## config.mk

```make
export PLATFORM = sky130hd
export DESIGN_NAME = seq_shifter
export DESIGN_NICKNAME = d
export VERILOG_FILES = /design/src/rtl/seq_shifter_pkg.sv /design/src/rtl/seq_shifter_shift_step.sv /design/src/rtl/seq_shifter.sv
export SDC_FILE = /design/constraint.sdc
export NUM_CORES = 1
export LEC_CHECK = 0
export BUFFER_PORTS_ARGS = -buffer_cell sky130_fd_sc_hd__buf_2
export CAP_MARGIN = 25
export CORE_UTILIZATION = 50
export DETAILED_ROUTE_END_ITERATION = 10
export PLACE_DENSITY = 0.84
export REMOVE_ABC_BUFFERS = 1
export SKIP_LAST_GASP = 1
export SYNTH_ARGS = -nofsm -noshare
export SYNTH_HDL_FRONTEND = slang
export SYNTH_SLANG_ARGS = --single-unit
export TNS_END_PERCENT = 50
```

## constraint.sdc

```tcl
create_clock -name clk -period 1.55 [get_ports clk]
set_clock_uncertainty 0.2 [all_clocks]
set_input_delay 0.2325 -clock clk [delete_from_list [all_inputs] [get_ports clk]]
set_output_delay 0.2325 -clock clk [all_outputs]
set_load 0.05 [all_outputs]
```

## src/rtl/seq_shifter_pkg.sv

```systemverilog
// Shared types and constants for the iterative shifter and its 1-bit step datapath.
package seq_shifter_pkg;

    typedef enum logic [1:0] {
        IDLE  = 2'd0,
        SHIFT = 2'd1,
        DONE  = 2'd2
    } state_t;

    localparam logic DIR_RIGHT = 1'b0;
    localparam logic DIR_LEFT  = 1'b1;

endpackage

```

## src/rtl/seq_shifter_shift_step.sv

```systemverilog
// Combinational single-position shift/rotate step; out_bit is the bit ejected from d.
module shift_step
    import seq_shifter_pkg::*;
#(
    parameter int WIDTH = 8
) (
    input  logic [WIDTH-1:0] d,
    input  logic             LR,
    input  logic             AL,
    input  logic             rot,
    output logic [WIDTH-1:0] next_d,
    output logic             out_bit
);

    logic fill;

    // Rotate re-inserts the ejected bit; otherwise left fills zero and right fills per AL.
    always_comb begin
        fill    = 1'b0;
        next_d  = d;
        out_bit = 1'b0;
        if (LR == DIR_LEFT) begin
            out_bit = d[WIDTH-1];
            fill    = rot ? d[WIDTH-1] : 1'b0;
            next_d  = {d[WIDTH-2:0], fill};
        end else begin
            out_bit = d[0];
            fill    = rot ? d[0] : (AL ? d[WIDTH-1] : 1'b0);
            next_d  = {fill, d[WIDTH-1:1]};
        end
    end

endmodule

```

## src/rtl/seq_shifter.sv

```systemverilog
// Multi-cycle shifter: one bit position per clock, start/ready/done handshake,
// registered Moore outputs and a serial output of the last ejected bit.
module seq_shifter
    import seq_shifter_pkg::*;
#(
    parameter int WIDTH = 8,
    parameter int SHW   = 3
) (
    input  logic             clk,
    input  logic             rst_n,
    input  logic             start,
    input  logic [WIDTH-1:0] din,
    input  logic [SHW-1:0]   shamt,
    input  logic             LR,
    input  logic             AL,
    input  logic             rot,
    output logic             ready,
    output logic             busy,
    output logic             done,
    output logic [WIDTH-1:0] dout,
    output logic             ser_out
);

    state_t           state_q, state_d;
    logic [WIDTH-1:0] dout_q, dout_d;
    logic [SHW-1:0]   count_q, count_d;
    logic             ser_q, ser_d;
    logic             lr_q, lr_d;
    logic             al_q, al_d;
    logic             rot_q, rot_d;
    logic             ready_q, ready_d;
    logic             busy_q, busy_d;
    logic             done_q, done_d;

    logic [WIDTH-1:0] step_d;
    logic             step_bit;

    shift_step #(
        .WIDTH (WIDTH)
    ) u_step (
        .d       (dout_q),
        .LR      (lr_q),
        .AL      (al_q),
        .rot     (rot_q),
        .next_d  (step_d),
        .out_bit (step_bit)
    );

    always_comb begin
        state_d = state_q;
        dout_d  = dout_q;
        count_d = count_q;
        ser_d   = ser_q;
        lr_d    = lr_q;
        al_d    = al_q;
        rot_d   = rot_q;
        case (state_q)
            IDLE: begin
                if (start) begin
                    dout_d  = din;
                    count_d = shamt;
                    lr_d    = LR;
                    al_d    = AL;
                    rot_d   = rot;
                    state_d = (shamt == '0) ? DONE : SHIFT;
                end
            end
            SHIFT: begin
                dout_d  = step_d;
                ser_d   = step_bit;
                count_d = count_q - SHW'(1);
                if (count_q == SHW'(1)) begin
                    state_d = DONE;
                end
            end
            DONE: begin
                state_d = IDLE;
            end
            default: begin
                state_d = IDLE;
            end
        endcase
        // Handshake flags are decoded from the next state so they are registered alongside it.
        ready_d = (state_d == IDLE);
        busy_d  = (state_d == SHIFT);
        done_d  = (state_d == DONE);
    end

    always_ff @(posedge clk or negedge rst_n) begin
        if (!rst_n) begin
            state_q <= IDLE;
            dout_q  <= '0;
            count_q <= '0;
            ser_q   <= 1'b0;
            lr_q    <= DIR_RIGHT;
            al_q    <= 1'b0;
            rot_q   <= 1'b0;
            ready_q <= 1'b1;
            busy_q  <= 1'b0;
            done_q  <= 1'b0;
        end else begin
            state_q <= state_d;
            dout_q  <= dout_d;
            count_q <= count_d;
            ser_q   <= ser_d;
            lr_q    <= lr_d;
            al_q    <= al_d;
            rot_q   <= rot_d;
            ready_q <= ready_d;
            busy_q  <= busy_d;
            done_q  <= done_d;
        end
    end

    assign ready   = ready_q;
    assign busy    = busy_q;
    assign done    = done_q;
    assign dout    = dout_q;
    assign ser_out = ser_q;

endmodule

```

# Yosys cells after proc, flatten, opt, wreduce, memory -nomap -nowiden
# Cells that the tools add are included.
# classes
add_sub_neg	1
eq_ne	6
mux	13
reduce_logical	7
# ops
operator	n
two-way mux 8 bit	2
one-hot mux 8 bit (2 select lines)	1
two-way mux 2 bit	3
one-hot mux 3 bit (2 select lines)	1
equality test 2 x 1 -> 1 bit, second input constant	2
logical NOT 2 bit	2
two-way mux 1 bit	4
!= test 4 bit, second input constant	1
one-hot mux 2 bit (2 select lines)	1
AND reduction 2 bit	2
equality test 3 x 1 -> 1 bit, second input constant	1
logical NOT 3 bit	1
two-way mux 3 bit	1
AND reduction 3 bit	1
subtractor 3 x 1 -> 3 bit, second input constant	1
equality test 2 bit, second input constant	1
!= test 2 bit, second input constant	1
nonzero test 2 bit	1
# totals
reg_bits	20
inputBits	17
out_inout_bits	12

# Longest topological paths before layout
# logic_depth
word_depth	5
depth_mapped	5

# Hierarchy
# A second synthesis with hierarchy kept.
# unflattened
hier_cells	98
area_unflattened_um2	1048.5
# modules_own_cells
module	n_inst	cells_per_inst	area_each_um2	seq_area_each_um2
seq_shifter	1	83	898.4	501.7
shift_step	1	15	150.1	0.0

# Worst setup path after synthesis
# Ideal clock, no wire load.
# synth_path
path_type	register to register
start	reg dout_q[0], in the netlist dout[0]
end	reg dout_q[7], in the netlist dout[7]
t_arrival_ns	1.208
t_required_ns	1.246
slack_ns	0.039
path_stages_with_launch	4
path_buffers	0
cell_sequence	dfrtp_1 > nor2b_1 > a221oi_1 > o41ai_2
# synth_via
elab_chain_len	3
# synth_rtl
item	line	source
start, declared	seq_shifter.sv:25	logic [WIDTH-1:0] dout_q, dout_d;
start signal, assigned	seq_shifter.sv:103	dout_q <= dout_d;
two-way mux 1 bit	seq_shifter_shift_step.sv:28	fill = rot ? d[0] : (AL ? d[WIDTH-1] : 1'b0);
two-way mux 8 bit	seq_shifter_shift_step.sv:22	if (LR == DIR_LEFT) begin
one-hot mux 8 bit (2 select lines)	seq_shifter.sv:57	case (state_q)
# Every way passes these cells.
# A chain may end at the register's enable or synchronous reset.

# Worst setup path in the final report
# layout_path
start	reg ready_q, in the netlist ready
end	out ready
# layout_lines
item	line	source
start, declared	seq_shifter.sv:31	logic ready_q, ready_d;
start signal, assigned	seq_shifter.sv:109	ready_q <= ready_d;
end, declared	seq_shifter.sv:17	output logic ready,
# No word-level cell between the ends.

==> results.py <==
metrics = {
    "logic_synthesis": {
        "synthCells": 95,
        "synthesis.area_mm2": 0.00101,
        "ys_warn_count": 0,
        "syn_avg_cell_area_um2": 10.7,
        "synth_cell_type_count": 27,
        "ys_seq_area_share_pct": 49.6,
        "synth_seq_cells": 20,
    },
    "worst_setup_path": {
        "cp_data_arrival_time_ns": 1.09,
        "cp_num_cells": 1,
        "cp_top_family": "flip-flops",
        "crit_chain": "buf_2",
        "endpoint": "ready",
        "r2r_cells": 3,
        "r2r-end": "lr_q",
        "startpoint": "ready",
        "cp_max_fo": 1,
        "path_buf_inv": 1,
        "crit_required_ns": 1.12,
        "slowest_delay_ns": 0.53,
        "critPathCaptureType": "output pin",
        "r2r-start": "state_q[0]",
        "path_class": "flip-flop to output pin",
        "worst_path_max_delay_cell": "dfstp_2",
        "cp-start-kind": "flip-flop",
        "r2r_slack_ns": 0.09,
    },
    "timing": {
        "fmax_ghz": 0.659,
        "setup-tns-final_ns": 0,
        "hold_viol": 0,
        "setup_viol_count_final": 0,
        "slew_headroom_pct": 69.8,
        "final_max_slew_viol_count": 0,
        "setup_ws_ns": 0.0318,
        "min_period_over_period_pct": 98.0,
        "min_period_ns": 1.52,
        "worst_pin_slew_ns": 0.454,
    },
    "place": {
        "dp_cells": 149,
        "pre_cts_slack_ns": 0.0150,
        "port_buffers": 28,
        "dpl.hpwl_mm": 1.59,
        "place_congestion": 0.810,
    },
    "grt": {
        "grt_usage_pct": 22.7,
        "busiest_layer": "met2",
        "grt_max_degree": 21,
        "antenna_found_initial": 0,
        "use_met2_pct": 41.4,
        "grt_overflow": 0,
        "grt_pass1_vias": 844,
        "grt_pass1_wl_mm": 3.48,
        "met1_usage_pct": 25.9,
        "met3_usage_pct": 3.46,
    },
    "clock_network": {
        "h-tree-depth": 1,
        "numCtsBuffers": 3,
        "clkSinkCount": 20,
        "cts_tree": "yes",
        "cts.clk_slew.worst_paths_ns": 0.11,
        "clk_path_buf_depth": 2,
        "clkLatencyLatePin_ns": 0.30,
        "root_buffer": "clkbuf_4",
    },
    "final_layout": {
        "final_util_pct": 71.4,
        "nNetsFinal": 152,
        "antenna_cells": 0,
        "drive_gt1_share_pct": 35.6,
        "fin_cells": 157,
        "fillers": 153,
        "area_delta_synth_final_pct": 27.1,
    },
    "die": {
        "die_area_mm2": 0.00221,
        "start_util_pct": 56.2,
        "core_mm2": 0.00180,
        "fp-row-count": 15,
        "ios": 29,
        "die_w_um": 47.0,
        "die_height_um": 47.0,
    },
    "pwr": {
        "swShare_pct": 48.8,
        "clkPwrFrac_pct": 8.5,
        "totalPowerFinal_mw": 3.06,
        "leakagePower_nw": 0.617,
        "vdd_drop_max_mv": 1.22,
        "switching_power_mw": 1.49,
        "intPower_mw": 1.57,
        "power.density_mw_per_mm2": 2380,
        "pwr-share-comb_pct": 57.4,
        "pwr-share-seq_pct": 34.1,
    },
    "route": {
        "drc": 0,
        "drt-vias-per-instance": 5.49,
        "vias": 862,
        "wl_per_cell_um": 14.3,
        "first_pass_iters": 4,
        "finalWirelength_mm": 2.25,
        "drtAntennaViolNets": 0,
        "drt_iter0_drc": 12,
    },
    "status": {
        "status": "finished, final reports clean",
    },
    "job": {
        "drv_cap": 0,
    },
    "worst_hold_path": {
        "hold_path.startpoint": "din[0]",
        "hold_class": "primary input to flip-flop",
        "whs_path_depth": 3,
    },
}
[cells by family after synthesis]
logic type	synth area share, %
compound gates	20.9
fa+ha+maj	2.47
buf+inv	4.20
flops	49.6
mux	11.1
simple gates	11.7
[power by group through the flow]
stage | clock (mW) | combinational (mW) | sequential [mW]
finish | 0.260 | 1.76 | 1.04
global route | 0.283 | 1.91 | 1.08
CTS | 0.265 | 1.75 | 1.03
detailed placement | 0 | 1.73 | 1.04
global placement | 0 | 1.68 | 1.02
floorplan | 0 | 0.751 | 1.53
[placed cells by master (no fill, tap or decap), drive strengths merged]
cell type	netlist	routed
clkbuf	1	4
mux2	9	9
a32oi	2	2
nor2b	4	4
o21bai	1	1
o41ai	1	1
nor4bb	2	2
nand2	9	9
o21ai	12	12
a2bb2oi	1	1
nor3	1	1
and2b	1	1
nand2b	2	2
dfrtp	19	19
a22oi	7	7
buf	4	34
inv	5	5
dlygate4sd3	0	4
nor2	2	2
ha	2	2
nand3	1	1
dfstp	1	1
a21oi	6	6
a221oi	1	1
o22ai	1	1
[area by class of cell]
cell class	count	area [um2]	area share, %
sequential	20	503	39.1
inverter	5	18.8	1.46
tap	25	31.3	2.43
clock buffer	4	26.3	2.04
timing repair buffer	38	225	17.5
multi-input combinational	65	482	37.5
[through the flow]
stage          hold WS (ns)  area (um2)
3_3_place_gp        0.00211        1200
5_1_grt             0.00371        1290
2_1_floorplan        -0.263         988
4_1_cts            0.000817        1270
3_5_place_dp      -0.000941        1200
6_report           0.000860        1290
[sequential cells by signal, summed over array words and instances, names as in the netlist]
| register | flops |
|---|---|
| dout | 8 |
| count_q | 3 |
| state_q | 2 |
| al_q | 1 |
| busy | 1 |
| done | 1 |
| lr_q | 1 |
| ready | 1 |
| rot_q | 1 |
| ser_out | 1 |
[cell usage after synthesis, drive strengths merged]
| library cell | n | area [um2] |
|---|---|---|
| o21bai | 1 | 11.3 |
| nor2 | 2 | 7.51 |
| dfrtp | 19 | 475 |
| a2bb2oi | 1 | 8.76 |
| dfstp | 1 | 26.3 |
| inv | 5 | 18.8 |
| nor4bb | 2 | 20.0 |
| a32oi | 2 | 17.5 |
| a22oi | 7 | 52.6 |
| nand3 | 1 | 5.00 |
| buf | 4 | 20.0 |
| nand2 | 9 | 33.8 |
| o22ai | 1 | 6.26 |
| o41ai | 1 | 16.3 |
| clkbuf | 1 | 3.75 |
| a21oi | 6 | 30.0 |
| ha | 2 | 25.0 |
| a221oi | 1 | 8.76 |
| nand2b | 2 | 12.5 |
| nor3 | 1 | 5.00 |
| nor2b | 4 | 25.0 |
| mux2 | 9 | 113 |
| o21ai | 12 | 60.1 |
| and2b | 1 | 10.0 |
[what timing repair did]
action                                  in CTS  in global routing
endpoints found under the hold margin       23                  0
buffers inserted                             0                  0
resized for setup                            0                  3
endpoints found under the setup margin       0                  8
hold buffers                                 4                  0
[per-layer routing]
metal | share of wire [%] | up-vias | routed length (um)
met5 | 0 | - | 0
met4 | 0.89 | 0 | 20
met3 | 3.5 | 2 | 78
met2 | 54 | 24 | 1210
met1 | 42 | 418 | 945
li1 | - | 418 | -
[how the worst min path moves through the flow]
| stage | slack (ns) | to |
|---|---|---|
| final | 0.0009 | dout[0] |
| after global routing | 0.004 | dout[0] |
| after CTS | 0.0008 | count_q[1] |
| after detailed placement | -0.0009 | ser_out |
| after global placement | 0.002 | ser_out |
| after floorplan | -0.26 | al_q |
(Power assumes the default switching activity.)
